### src/rtl/seg_scan_decoder.sv
// seg_scan_decoder: captures a multiplexed 4-digit 7-segment scan into BCD minutes/seconds.
// Illegal-pattern flagging on err_o is built only when SEG_DECODE_ERR_EN is defined.
module seg_scan_decoder #(
    parameter int SETTLE_CYCLES  = 16,
    parameter int TIMEOUT_CYCLES = 2000000
) (
    input  logic        clk,
    input  logic        rst_n,
    input  logic [10:0] seg_bus_i,
    input  logic        clr_err_i,
    output logic [7:0]  min_o,
    output logic [7:0]  sec_o,
    output logic [3:0]  blank_o,
    output logic        frame_valid_o,
    output logic        timeout_o,
    output logic        err_o
);
    localparam int SCW = $clog2(SETTLE_CYCLES + 1);
    localparam int TCW = $clog2(TIMEOUT_CYCLES + 1);
    localparam logic [SCW-1:0] SETTLE_LAST = SCW'(SETTLE_CYCLES - 1);
    localparam logic [TCW-1:0] TIMEOUT_MAX = TCW'(TIMEOUT_CYCLES);

    typedef enum logic [1:0] {IDLE = 2'd0, SETTLE = 2'd1, HOLD = 2'd2} state_t;

    // Result is {legal, blank, nibble}; input segments are active-low {a..g}.
    function automatic logic [5:0] seg_decode(input logic [6:0] seg_n);
        logic [5:0] res;
        case (~seg_n)
            7'b1111110: res = {2'b10, 4'h0};
            7'b0110000: res = {2'b10, 4'h1};
            7'b1101101: res = {2'b10, 4'h2};
            7'b1111001: res = {2'b10, 4'h3};
            7'b0110011: res = {2'b10, 4'h4};
            7'b1011011: res = {2'b10, 4'h5};
            7'b1011111: res = {2'b10, 4'h6};
            7'b1110000: res = {2'b10, 4'h7};
            7'b1111111: res = {2'b10, 4'h8};
            7'b1111011: res = {2'b10, 4'h9};
            7'b0000000: res = {2'b11, 4'hF};
            default:    res = {2'b00, 4'h0};
        endcase
        return res;
    endfunction

    function automatic logic [1:0] anode_idx(input logic [3:0] an_n);
        logic [1:0] idx;
        case (an_n)
            4'b0111: idx = 2'd3;
            4'b1011: idx = 2'd2;
            4'b1101: idx = 2'd1;
            default: idx = 2'd0;
        endcase
        return idx;
    endfunction

    logic [10:0]          sync1_q, sync2_q, snap_q;
    state_t               state_q;
    logic [SCW-1:0]       cnt_q;
    logic [3:0][3:0]      stage_q;
    logic [3:0]           stage_blank_q, mask_q, mask_d;
    logic [7:0]           min_q, sec_q;
    logic [3:0]           blank_q;
    logic                 frame_valid_q, timeout_q;
    logic [TCW-1:0]       tmo_cnt_q;

    logic [3:0] anode_s;
    logic       one_low_s, same_s, settle_done_s, capture_s, frame_done_s;
    logic [5:0] dec_s;
    logic [1:0] idx_s;

    assign anode_s       = sync2_q[10:7];
    assign one_low_s     = (anode_s == 4'b0111) || (anode_s == 4'b1011) ||
                           (anode_s == 4'b1101) || (anode_s == 4'b1110);
    assign same_s        = (sync2_q == snap_q);
    assign dec_s         = seg_decode(snap_q[6:0]);
    assign idx_s         = anode_idx(snap_q[10:7]);
    assign settle_done_s = (state_q == SETTLE) && same_s && (cnt_q >= SETTLE_LAST);
    assign capture_s     = settle_done_s && dec_s[5];
    assign frame_done_s  = (mask_q == 4'hF);
    assign mask_d        = (frame_done_s ? 4'h0 : mask_q) | (capture_s ? (4'b0001 << idx_s) : 4'h0);

    // Two-flop synchronizer for the asynchronous display bus
    always_ff @(posedge clk or negedge rst_n) begin
        if (!rst_n) begin
            sync1_q <= 11'h7FF;
            sync2_q <= 11'h7FF;
        end else begin
            sync1_q <= seg_bus_i;
            sync2_q <= sync1_q;
        end
    end

    // Scan FSM: wait for one active anode, require a stable run, then hold until the anode moves
    always_ff @(posedge clk or negedge rst_n) begin
        if (!rst_n) begin
            state_q <= IDLE;
            snap_q  <= 11'h7FF;
            cnt_q   <= {SCW{1'b0}};
        end else begin
            case (state_q)
                IDLE: begin
                    if (one_low_s) begin
                        state_q <= SETTLE;
                        snap_q  <= sync2_q;
                        cnt_q   <= SCW'(1);
                    end else begin
                        state_q <= IDLE;
                    end
                end
                SETTLE: begin
                    if (!same_s) begin
                        snap_q  <= sync2_q;
                        cnt_q   <= SCW'(1);
                        state_q <= one_low_s ? SETTLE : IDLE;
                    end else if (cnt_q >= SETTLE_LAST) begin
                        state_q <= HOLD;
                    end else begin
                        cnt_q <= cnt_q + SCW'(1);
                    end
                end
                HOLD: begin
                    if (anode_s != snap_q[10:7]) begin
                        state_q <= IDLE;
                    end else begin
                        state_q <= HOLD;
                    end
                end
                default: state_q <= IDLE;
            endcase
        end
    end

    // Staging of captured digits; mask completion publishes the frame one cycle later
    always_ff @(posedge clk or negedge rst_n) begin
        if (!rst_n) begin
            stage_q       <= 16'h0000;
            stage_blank_q <= 4'h0;
            mask_q        <= 4'h0;
            min_q         <= 8'h00;
            sec_q         <= 8'h00;
            blank_q       <= 4'h0;
            frame_valid_q <= 1'b0;
        end else begin
            if (capture_s) begin
                stage_q[idx_s]       <= dec_s[3:0];
                stage_blank_q[idx_s] <= dec_s[4];
            end
            mask_q        <= mask_d;
            frame_valid_q <= frame_done_s;
            if (frame_done_s) begin
                min_q   <= {stage_q[3], stage_q[2]};
                sec_q   <= {stage_q[1], stage_q[0]};
                blank_q <= stage_blank_q;
            end
        end
    end

    // Saturating frame-timeout counter, restarted by every completed frame
    always_ff @(posedge clk or negedge rst_n) begin
        if (!rst_n) begin
            tmo_cnt_q <= {TCW{1'b0}};
            timeout_q <= 1'b0;
        end else if (frame_done_s) begin
            tmo_cnt_q <= {TCW{1'b0}};
            timeout_q <= 1'b0;
        end else if (tmo_cnt_q != TIMEOUT_MAX) begin
            tmo_cnt_q <= tmo_cnt_q + TCW'(1);
            timeout_q <= ((tmo_cnt_q + TCW'(1)) == TIMEOUT_MAX);
        end else begin
            timeout_q <= 1'b1;
        end
    end

`ifdef SEG_DECODE_ERR_EN
    logic multi_low_s, illegal_s, err_q;
    assign multi_low_s = !one_low_s && (anode_s != 4'hF);
    assign illegal_s   = ((state_q != HOLD) && multi_low_s) || (settle_done_s && !dec_s[5]);

    // Sticky error flag; a new illegal event outranks a clear in the same cycle
    always_ff @(posedge clk or negedge rst_n) begin
        if (!rst_n) begin
            err_q <= 1'b0;
        end else if (illegal_s) begin
            err_q <= 1'b1;
        end else if (clr_err_i) begin
            err_q <= 1'b0;
        end else begin
            err_q <= err_q;
        end
    end
    assign err_o = err_q;
`else
    logic unused_clr_s;
    assign unused_clr_s = clr_err_i;
    assign err_o        = 1'b0;
`endif

    assign min_o         = min_q;
    assign sec_o         = sec_q;
    assign blank_o       = blank_q;
    assign frame_valid_o = frame_valid_q;
    assign timeout_o     = timeout_q;
endmodule
### config.mk
export PLATFORM = sky130hd
export DESIGN_NAME = seg_scan_decoder
export DESIGN_NICKNAME = d
export VERILOG_FILES = /design/src/rtl/seg_scan_decoder.sv
export SDC_FILE = /design/constraint.sdc
export NUM_CORES = 1
export LEC_CHECK = 0
export CAP_MARGIN = 25
export CORE_MARGIN = 3
export CORE_UTILIZATION = 58
export DETAILED_ROUTE_END_ITERATION = 6
export PLACE_DENSITY = 0.85
export SLEW_MARGIN = 20
export SYNTH_ARGS = -nofsm -noshare
export SYNTH_HDL_FRONTEND = slang
export SYNTH_SLANG_ARGS = --single-unit
### constraint.sdc
create_clock -name clk -period 3 [get_ports clk]
set_input_delay 0.3 -clock clk [delete_from_list [all_inputs] [get_ports clk]]
set_output_delay 0.3 -clock clk [all_outputs]
set_load 0.01 [all_outputs]
==> impl_metrics.toml <==
[yosys]
syn_area_mm2 = 0.004818
async_flop_share = 1.000
syn_inst = 441
synth_area_per_cell_um2 = 10.93
synth.yosys.warnings = 0
synth-seq-cells = 107
yosysTopAreaCell = "dfrtp_1"
ys_seq_area_frac = 0.5643
yosysTopAreaCellShare = 0.3843
synthFlopType = "dfrtp_1"
ys_types = 59
synth-edff-count = 0
syn_nets = 460
synthTopCellsByArea = "dfrtp_1, dfstp_2, nand2_1, mux2_2, xnor2_1"

[cts]
path_clk_slew_ps = 100
numCtsBuffers = 9
holdBufCountCts = 0
clock_latency_ps = 360
clockBufferDepth = 2
cts_sinks = 107
tritoncts = "built"
htreeDepth = 3
clockRootBuffer = "clkbuf_8"

[critical_path]
worstPathRequired_ps = 3250
cp-start-kind = "flop"
reg2reg_slack_ps = 240
endpoint_kind = "flop"
worstSetupPathType = "flop to flop"
crit_fanout = 6
crit_arrival_ps = 3010

[final_layout]
syn_to_final_growth_pct = 13.06
ff_latch_area_mm2 = 0.002719
layout_commonest_cell = "nand2_1"
multi_input_area_mm2 = 0.001976
layout.nets = 491
final_util = 0.6907
diodes = 0
fin_area_mm2 = 0.005448
mostFrequentLayoutCells = "nand2_1, dfrtp_1, clkdlybuf4s50_1, dfstp_2, nor2_1"
drive_gt1_frac = 0.1929
fillers = 578

[grt]
grt_max_degree = 65
gr-usage-met2 = 0.3025
antenna_found_initial = 0
gr-max-usage-layer = "met2"
grt_pass1_wl_um = 15020
gr-usage-all-layers = 0.1912
grt_pass1_vias = 3194
use_met3 = 0.04810
grt-ovfl-total = 0
use_met1 = 0.2636

[sta]
maxSlewHeadroom = 0.4110
worstMarginPinSlew_ps = 872.1
final_max_slew_viol_count = 0
setup_tns_ps = 0
max_freq_mhz = 362.0
fin_skew_ps = 12.41
period_share = 0.9208
rsz0062_at_grt = "no"
setup_violations = 0
fin_crit_ps = 2763
fin_hold_ws_ps = 17.87
hold_viol = 0

[placement]
place_area_mm2 = 0.005248
dp_hpwl_um = 5933
gp_congestion = 0.8568
io_buffers = 34

[die]
dieArea_mm2 = 0.009437
fp.dieH_um = 97.15
ioPinCount = 37
dieWidth_um = 97.15
start_util = 0.6109
rows = 32
core_area_mm2 = 0.007888

[drt]
drt_iter0_drc = 127
num_vias = 3279
viasPerCell = 5.663
post_drt_wl_per_cell_um = 15.06
drt-pass1-iter-count = 4
postRouteAntennaNets = 0
routed_wl_um = 8721
remaining_drc_errors = 0

[pwr]
internal_power_mw = 1.963
p_comb_frac = 0.083
power_mw = 2.659
pwr-share-clk = 0.310
swShare = 0.2618
p_seq_frac = 0.607
p_sw_uw = 696.1
peakVddDrop_uv = 415.3
power-per-cell-area_mw_per_mm2 = 488.1
cellLeakagePower_nw = 2.454

[worst_hold_path]
hold_path_class = "input port to asynchronous set/reset pin"

[status]
status = "finished clean"

[job]
drv_cap = 0
layer usage:
metal | up-vias | part of all wire | routed length (um)
met5 | - | 0 | 0
met4 | 0 | 0.013 | 111
met3 | 12 | 0.046 | 399
met2 | 86 | 0.50 | 4349
met1 | 1611 | 0.44 | 3861
li1 | 1570 | - | -
Yosys cell counts (7+ instances only):
cell type  instances
a21oi_1           10
clkbuf_1          15
dfrtp_1           74
dfstp_2           33
inv_1             10
mux2_2            26
mux2i_1            8
nand2_1           82
nand2b_1           7
nand3_1           12
nand4_1            7
nor2_1            28
nor3_1            10
o21ai_0           13
xnor2_1           20
xor2_1            10
critical path: stages (launching register included):
cell,delay [ps]
dfrtp_1,420
ha_1,220
and3_1,160
ha_1,150
nor3_1,80
nor4_2,460
o21ai_1,290
nor4_4,480
mux2_2,390
cell type report:
cell class	instances	share of cell area
flip-flops and latches	107	0.4991
multi-input cells	303	0.3627
repair buffers	41	0.07395
clock buffers	10	0.02343
well taps	102	0.02343
clock inverters	6	0.01057
inverters	10	0.006890
metrics by stage:
stage          worst slack, ps  instances
2_1_floorplan            539.2        441
3_5_place_dp             166.3        561
5_1_grt                  23.37        579
3_3_place_gp             350.5        561
6_report                 237.5        579
4_1_cts                  157.1        577
path summary, 6_finish.rpt:
kind | start | endpoint | cells past startpoint
setup / recovery | cnt_q[0] | stage_q[9] | 8
setup reg to reg | cnt_q[0] | stage_q[9] | 8
max in group asynchronous | rst_n | sync1_q[7] | 2
hold / removal | rst_n | tmo_cnt_q[15] | 1
hold reg to reg | sync1_q[10] | sync2_q[10] | 0
min in group clk | seg_bus_i[4] | sync1_q[4] | 1
state kept, by name, indices dropped and copies added, names as in the netlist, 5 cells and up:
signal,cells
sec_o,8
sync2_q,11
min_o,8
stage_q,16
cnt_q,5
snap_q,11
tmo_cnt_q,21
sync1_q,11
cells by family (layout without fill, tap and decap cells):
group           count (synthesis)  count (layout)  share of synthesized area
flops                         107             107                     0.5643
xor+xnor                       30              30                    0.05453
mux                            35              35                    0.07972
fa+ha+maj                       5               5                    0.01298
simple gates                  187             187                     0.2007
other cells                     1               1                  0.0007783
buf+inv                        31              67                    0.02571
compound gates                 45              45                    0.06128
what timing repair did:
item,in CTS,in global routing
endpoints found under the setup margin,0,4
resized for setup,0,0
buffers inserted,0,2
power groups by stage:
stage | clock network (mW) | registers, mW | logic, mW
CTS | 0.850 | 1.61 | 0.224
global placement | 0 | 1.63 | 0.215
detailed placement | 0 | 1.64 | 0.223
global route | 0.903 | 1.63 | 0.246
finish | 0.825 | 1.61 | 0.221
floorplan | 0 | 1.58 | 0.198
Power figures use the tool's default switching activity.
